## config.mk

```make
export PLATFORM = sky130hd
export DESIGN_NAME = dec_entry2
export DESIGN_NICKNAME = d
export VERILOG_FILES = /design/src/rtl/dec_entry2.sv
export SDC_FILE = /design/constraint.sdc
export NUM_CORES = 1
export LEC_CHECK = 0
export ABC_AREA = 1
export CORE_ASPECT_RATIO = 0.8
export CORE_UTILIZATION = 52
export DETAILED_ROUTE_END_ITERATION = 16
export GPL_TIMING_DRIVEN = 0
export PLACE_DENSITY = 0.86
export SYNTH_ARGS = -nofsm -noshare
export SYNTH_HDL_FRONTEND = slang
export SYNTH_SLANG_ARGS = --single-unit
```

## constraint.sdc

```tcl
create_clock -name CLK -period 2.1 [get_ports CLK]
set_clock_uncertainty 0.2 [all_clocks]
set_input_delay 0.315 -clock CLK [delete_from_list [all_inputs] [get_ports CLK]]
set_output_delay 0.315 -clock CLK [all_outputs]
set_load 0.02 [all_outputs]
```

## src/rtl/dec_entry2.sv

```systemverilog
// Two-digit BCD entry: debounced enter key loads tens then units, registers BIN = DEZ*10+UNI.
// Latency: key edge to outputs DEB_CYCLES+2 cycles (clear: 3 cycles); no backpressure, operator-paced.
module dec_entry2 #(
  parameter int DEB_CYCLES = 50000
) (
  input  logic       CLK,
  input  logic       RST_N,
  input  logic [3:0] SW,
  input  logic       KEY_ENT,
  input  logic       KEY_CLR,
  output logic [3:0] DEZ,
  output logic [3:0] UNI,
  output logic [6:0] BIN,
  output logic       VALID,
  output logic       ERR,
  output logic       WAIT_UNI
);

  localparam int CW = (DEB_CYCLES > 2) ? $clog2(DEB_CYCLES) : 1;
  localparam logic [CW-1:0] FLIP_AT = CW'((DEB_CYCLES > 1) ? DEB_CYCLES - 2 : 0);
  localparam logic [CW-1:0] ARM_AT  = CW'(DEB_CYCLES - 1);

  typedef enum logic [1:0] {IDLE, TENS, DONE} state_t;

  logic          ent_s1, ent_s2, clr_s1, clr_s2;
  logic          ent_deb, ent_deb_d;
  logic [CW-1:0] deb_cnt;
  logic          armed;
  logic [CW-1:0] arm_cnt;
  logic          ent_stb;

  state_t        state, state_n;
  logic [3:0]    dez_n, uni_n;
  logic [6:0]    bin_n, dez_x10;
  logic          valid_n, err_n, wait_uni_n;

  always_ff @(posedge CLK or negedge RST_N) begin
    if (!RST_N) begin
      ent_s1 <= 1'b1;
      ent_s2 <= 1'b1;
      clr_s1 <= 1'b1;
      clr_s2 <= 1'b1;
    end else begin
      ent_s1 <= KEY_ENT;
      ent_s2 <= ent_s1;
      clr_s1 <= KEY_CLR;
      clr_s2 <= clr_s1;
    end
  end

  // Level flips on the edge the run of differing samples would bring the count to DEB_CYCLES-1.
  always_ff @(posedge CLK or negedge RST_N) begin
    if (!RST_N) begin
      ent_deb   <= 1'b1;
      ent_deb_d <= 1'b1;
      deb_cnt   <= '0;
    end else begin
      ent_deb_d <= ent_deb;
      if (ent_s2 != ent_deb) begin
        if (deb_cnt == FLIP_AT) begin
          ent_deb <= ent_s2;
          deb_cnt <= '0;
        end else begin
          deb_cnt <= deb_cnt + CW'(1);
        end
      end else begin
        deb_cnt <= '0;
      end
    end
  end

  // A key held through reset must first be seen stably released before presses count.
  always_ff @(posedge CLK or negedge RST_N) begin
    if (!RST_N) begin
      armed   <= 1'b0;
      arm_cnt <= '0;
    end else if (!armed) begin
      if (ent_s2 && ent_deb) begin
        if (arm_cnt == ARM_AT) armed <= 1'b1;
        else                   arm_cnt <= arm_cnt + CW'(1);
      end else begin
        arm_cnt <= '0;
      end
    end
  end

  assign ent_stb = armed & ent_deb_d & ~ent_deb;
  assign dez_x10 = ({3'b000, DEZ} << 3) + ({3'b000, DEZ} << 1);

  always_comb begin
    state_n = state;
    dez_n   = DEZ;
    uni_n   = UNI;
    bin_n   = BIN;
    valid_n = VALID;
    err_n   = 1'b0;
    if (!clr_s2) begin
      state_n = IDLE;
      dez_n   = 4'd0;
      uni_n   = 4'd0;
      bin_n   = 7'd0;
      valid_n = 1'b0;
    end else if (ent_stb) begin
      if (SW > 4'd9) begin
        err_n = 1'b1;
      end else begin
        case (state)
          TENS: begin
            uni_n   = SW;
            bin_n   = dez_x10 + {3'b000, SW};
            valid_n = 1'b1;
            state_n = DONE;
          end
          default: begin
            dez_n   = SW;
            uni_n   = 4'd0;
            bin_n   = 7'd0;
            valid_n = 1'b0;
            state_n = TENS;
          end
        endcase
      end
    end
    wait_uni_n = (state_n == TENS);
  end

  always_ff @(posedge CLK or negedge RST_N) begin
    if (!RST_N) begin
      state    <= IDLE;
      DEZ      <= 4'd0;
      UNI      <= 4'd0;
      BIN      <= 7'd0;
      VALID    <= 1'b0;
      ERR      <= 1'b0;
      WAIT_UNI <= 1'b0;
    end else begin
      state    <= state_n;
      DEZ      <= dez_n;
      UNI      <= uni_n;
      BIN      <= bin_n;
      VALID    <= valid_n;
      ERR      <= err_n;
      WAIT_UNI <= wait_uni_n;
    end
  end

endmodule

```

# Word level (Yosys, flattened, before mapping)
# Index checks and enable logic that the tools add are counted.
[classes]
mux = 30
n_reduce_logical = 5
n_eq_ne = 9
bitwise_logic = 4
add_sub_neg = 4
n_lt_le_gt_ge = 1
[op_table]
columns = ["op", "n"]
rows = [
  ["$mux 16", 4],
  ["$add 16x1->16 const B", 2],
  ["$eq 16x16->1 const B", 2],
  ["$mux 4", 8],
  ["$mux 7", 4],
  ["$mux 1", 10],
  ["$mux 2", 4],
  ["$add 7x4->7", 1],
  ["$add 7x5->7", 1],
  ["$ne 2x2->1 const B", 3],
  ["$reduce_and 2->1", 3],
  ["$eq 2x1->1 const B", 2],
  ["$gt 4x4->1 const B", 1],
  ["$reduce_and 3->1", 1],
  ["$and 1x1->1", 2],
  ["$ne 2x1->1 const B", 1],
  ["$not 1->1", 2],
  ["$logic_and 1x1->1", 1],
  ["$ne 1x1->1", 1],
]
[word_totals]
elab_cells = 69
inputBits = 8
out_inout_bits = 18
ff_bits = 59

# Longest topological paths before layout
[depth]
ltp_word = 6
depth_mapped = 9

# Worst setup path before layout
# No wires, ideal clock.
[synth_timing]
path_type = "register to register"
from = "register DEZ[0]"
to = "register BIN[6]"
stages_incl_launch_ff = 9
setup_time_ps = 83
slack_ps = -140
arrival_time_ps = 1957
required_time_ps = 1817
n_path_buf = 0
synth_period_minus_slack_ps = 2240
cell_sequence = "dfrtp_1 inv_1 fa_1 inv_1 fa_1 nand3_1 nand2_1 xnor2_1 o21ai_0"
[synth_via]
elab_chain_len = 6
[synth_rtl]
columns = ["item", "line", "rtl"]
rows = [
  ["from (decl)", "11", "output logic [3:0] DEZ,"],
  ["from (signal assigned)", "138", "DEZ <= dez_n;"],
  ["$add 7x5->7", "88", "assign dez_x10 = ({3'b000, DEZ} << 3) + ({3'b000, DEZ} << 1);"],
  ["$add 7x4->7", "110", "bin_n = dez_x10 + {3'b000, SW};"],
  ["$mux 7", "107", "case (state)"],
  ["$mux 7", "104", "if (SW > 4'd9) begin"],
  ["$mux 7", "103", "end else if (ent_stb) begin"],
  ["$mux 7", "97", "if (!clr_s2) begin"],
  ["to (signal assigned)", "140", "BIN <= bin_n;"],
  ["to (decl)", "13", "output logic [6:0] BIN,"],
]
# Every way passes these cells. The select of a mux whose other input is x is not followed.
# A chain may end at the register's enable or synchronous reset.

# Worst setup path in the final report
[layout_timing]
from = "register DEZ[2]"
to = "register BIN[6]"
# Same word-level chain as after synthesis.

==> results.yml <==
drt:
  antenna_left: 0
  wl_um: 7130
  route.vias.total: 2783
  viasPerCell: 5.32
  drc: 0
  first_pass_iters: 5
  drt_iter0_markers: 209
  wl_per_cell_um: 13.6
setup_path:
  endpoint_kind: "register"
  reg2reg_to: "BIN[6]"
  startpoint_type: "register"
  startpoint: "DEZ[2]"
  crit_fanout: 3
  r2r_cells: 8
  r2r_setup_slack_ps: -70
  critPathArrivalTime_ps: 2220
  path_class: "register to register"
  critPathRequiredTime_ps: 2150
  crit_path_end: "BIN[6]"
  r2r_start: "DEZ[2]"
cells_and_area:
  drive_gt1_share_pct: 17.4
  multiInputGateArea_um2: 1520
  fill_cells: 442
  syn_to_final_growth_pct: 21.1
  finalNetCount: 458
  final_area_um2: 3850
  num_antenna_cells: 0
  regArea_um2: 1460
placed_design:
  place_congestion: 0.890
  dpl_cell_area_um2: 3550
  io_buffers: 25
  dp_hpwl_um: 4780
power_and_ir_drop:
  max-vdd-ir-drop_mv: 0.546
  p_total_mw: 2.51
  leakagePower_nw: 1.72
  p_per_area_nw_per_um2: 653
clocking:
  cts_tree: "yes"
  clock_sinks: 58
  cts_buffers: 9
  clockRootBuffer: "clkbuf_8"
  clk_pin_slew_ps: 80
  h-tree-depth: 3
  clkLatencyLatePin_ps: 360
  cts.path.max_buffers: 2
sta:
  final.setup.worst_slack_ps: -67.2
  drv_slew: 0
  post-route-min-period_ps: 2170
  post-route-period-util_pct: 103
  maxSlewHeadroom_pct: 59.1
  worst_pin_slew_ps: 610
  hold_viol: 0
  rsz0062_at_grt: "true"
  setup_violations: 1
  timing.fmax_mhz: 461
synth:
  synth_area_per_cell_um2: 8.05
  yosysWarningCount: 0
  synthesis.nets: 416
  ys_ff_latch: 58
  synth_area_um2: 3180
  ys_seq_area_share_pct: 45.9
  ys_types: 35
  synthCells: 395
job:
  max-cap-violations: 0
global_route:
  grt_max_degree: 40
  gr-total-overflow: 0
  first_global_vias: 2619
  grt_pass1_wl_um: 11600
  grtUsageTotal_pct: 24.0
  antenna_found_initial: 0
status:
  violations: "negative setup slack"
  outcome: "finished, violations left"
floorplanning:
  die-area_um2: 6430
  core.rowCount: 25
  dieHeight_um: 71.9
  core-area_um2: 5910
  start_util_pct: 53.8
  ios: 26
  die_w_um: 89.4
hold_path:
  hold_class: "register to register"
-- layout by cell type (no fill, tap or decap), types with 3 or more instances in the layout --
master	count
nand3_2	3
ha_1	9
o21ai_1	3
buf_4	5
xnor2_1	4
nor2_1	43
nand2_1	109
nor3_1	11
or2_2	3
xor2_1	3
clkdlybuf4s50_1	23
inv_2	5
nand4_1	8
clkbuf_8	9
nand2_2	4
dfrtp_1	50
nand3_1	32
nor2_2	3
dfstp_2	6
o21ai_0	14
a21oi_1	4
o21ai_2	14
inv_1	43
-- sequential cells by signal, summed over array words and instances (netlist names), 2 cells and up --
signal	cells
arm_cnt	16
deb_cnt	16
BIN	6
DEZ	4
UNI	4
state	2
-- metal layers --
layer  GRT usage (%)  up-vias  wire length, µm
met5               0        -                0
met3            8.19       16              392
met2            38.7       99             3460
li1                -     1353                -
met4            8.11        0              123
met1            30.4     1315             3150
-- Yosys cell counts (all sizes together) --
master | instances | area share (%)
a21o | 1 | 0.24
a21oi | 5 | 0.79
buf | 5 | 1.6
clkbuf | 2 | 0.28
dfrtp | 52 | 41
dfstp | 6 | 5.0
fa | 2 | 1.3
ha | 11 | 4.3
inv | 48 | 5.7
nand2 | 114 | 14
nand3 | 35 | 5.8
nand3b | 1 | 0.24
nand4 | 8 | 1.6
nor2 | 48 | 6.4
nor3 | 12 | 2.0
nor3b | 1 | 0.24
o21ai | 31 | 6.5
o21bai | 1 | 0.24
or2 | 4 | 0.79
xnor2 | 5 | 1.4
xor2 | 3 | 0.83
-- worst min path at each step --
stage,slack (ps),cells past startpoint,to,startpoint
2_1_floorplan,-180,0,BIN[1],RST_N
3_5_place_dp,100,1,WAIT_UNI,RST_N
5_1_grt,170,0,ent_s2,ent_s1
6_report,160,0,ent_s2,ent_s1
4_1_cts,160,0,ent_s2,ent_s1
3_3_place_gp,150,0,ent_s2,ent_s1
-- kinds of logic after synthesis --
group	count (synthesis)	share of synthesized area [%]
AOI/OAI and AO/OA	38	7.79
xor gates and xnor gates	8	2.20
adders and majority gates	13	5.59
buffers and inverters	55	7.52
DFF	58	45.9
and+or+nand+nor	223	31.0
-- report_power, final --
| part | internal, mW | switching, mW |
|---|---|---|
| Combinational | 0.0787 | 0.111 |
| Clock | 0.675 | 0.495 |
| Sequential | 1.14 | 0.0182 |
-- cell type report --
class	count	area share (%)
Tap cell	81	2.63
Buffer	7	1.53
Sequential cell	58	38.0
Clock inverter	7	2.63
Timing Repair Buffer	31	7.90
Clock buffer	9	3.22
Multi-Input combinational cell	282	39.4
Inverter	48	4.68
-- per-stage QoR --
stage	setup TNS [ps]	std cells	hold WS, ps	setup WS [ps]	util [%]
after floorplan	0	395	-181	4.22	-
after global placement	-71020	501	147	-1460	59.8
after detailed placement	-1810	502	103	-562	60.1
after CTS	0	520	161	2.78	64.3
after global routing	-147	523	165	-96.6	65.1
final	-67.2	523	160	-67.2	65.1
-- worst max-delay path, cell delays in order, from the launching register on --
cell and delay, ps:
dfrtp_2 390, inv_2 40, fa_1 520, inv_2 70, fa_2 410, nand3_2 90
nand2_2 80, xnor2_2 190, o21ai_1 70
-- repair_timing --
item / CTS / global route
endpoints found under the setup margin: 4 / 3
hold endpoints to repair: 17 / 0
hold buffers: 1 / 0
buffers inserted: 1 / 3
pin swaps: 1 / 7
resized for setup: 3 / 8
Power figures use the tool's default switching activity.
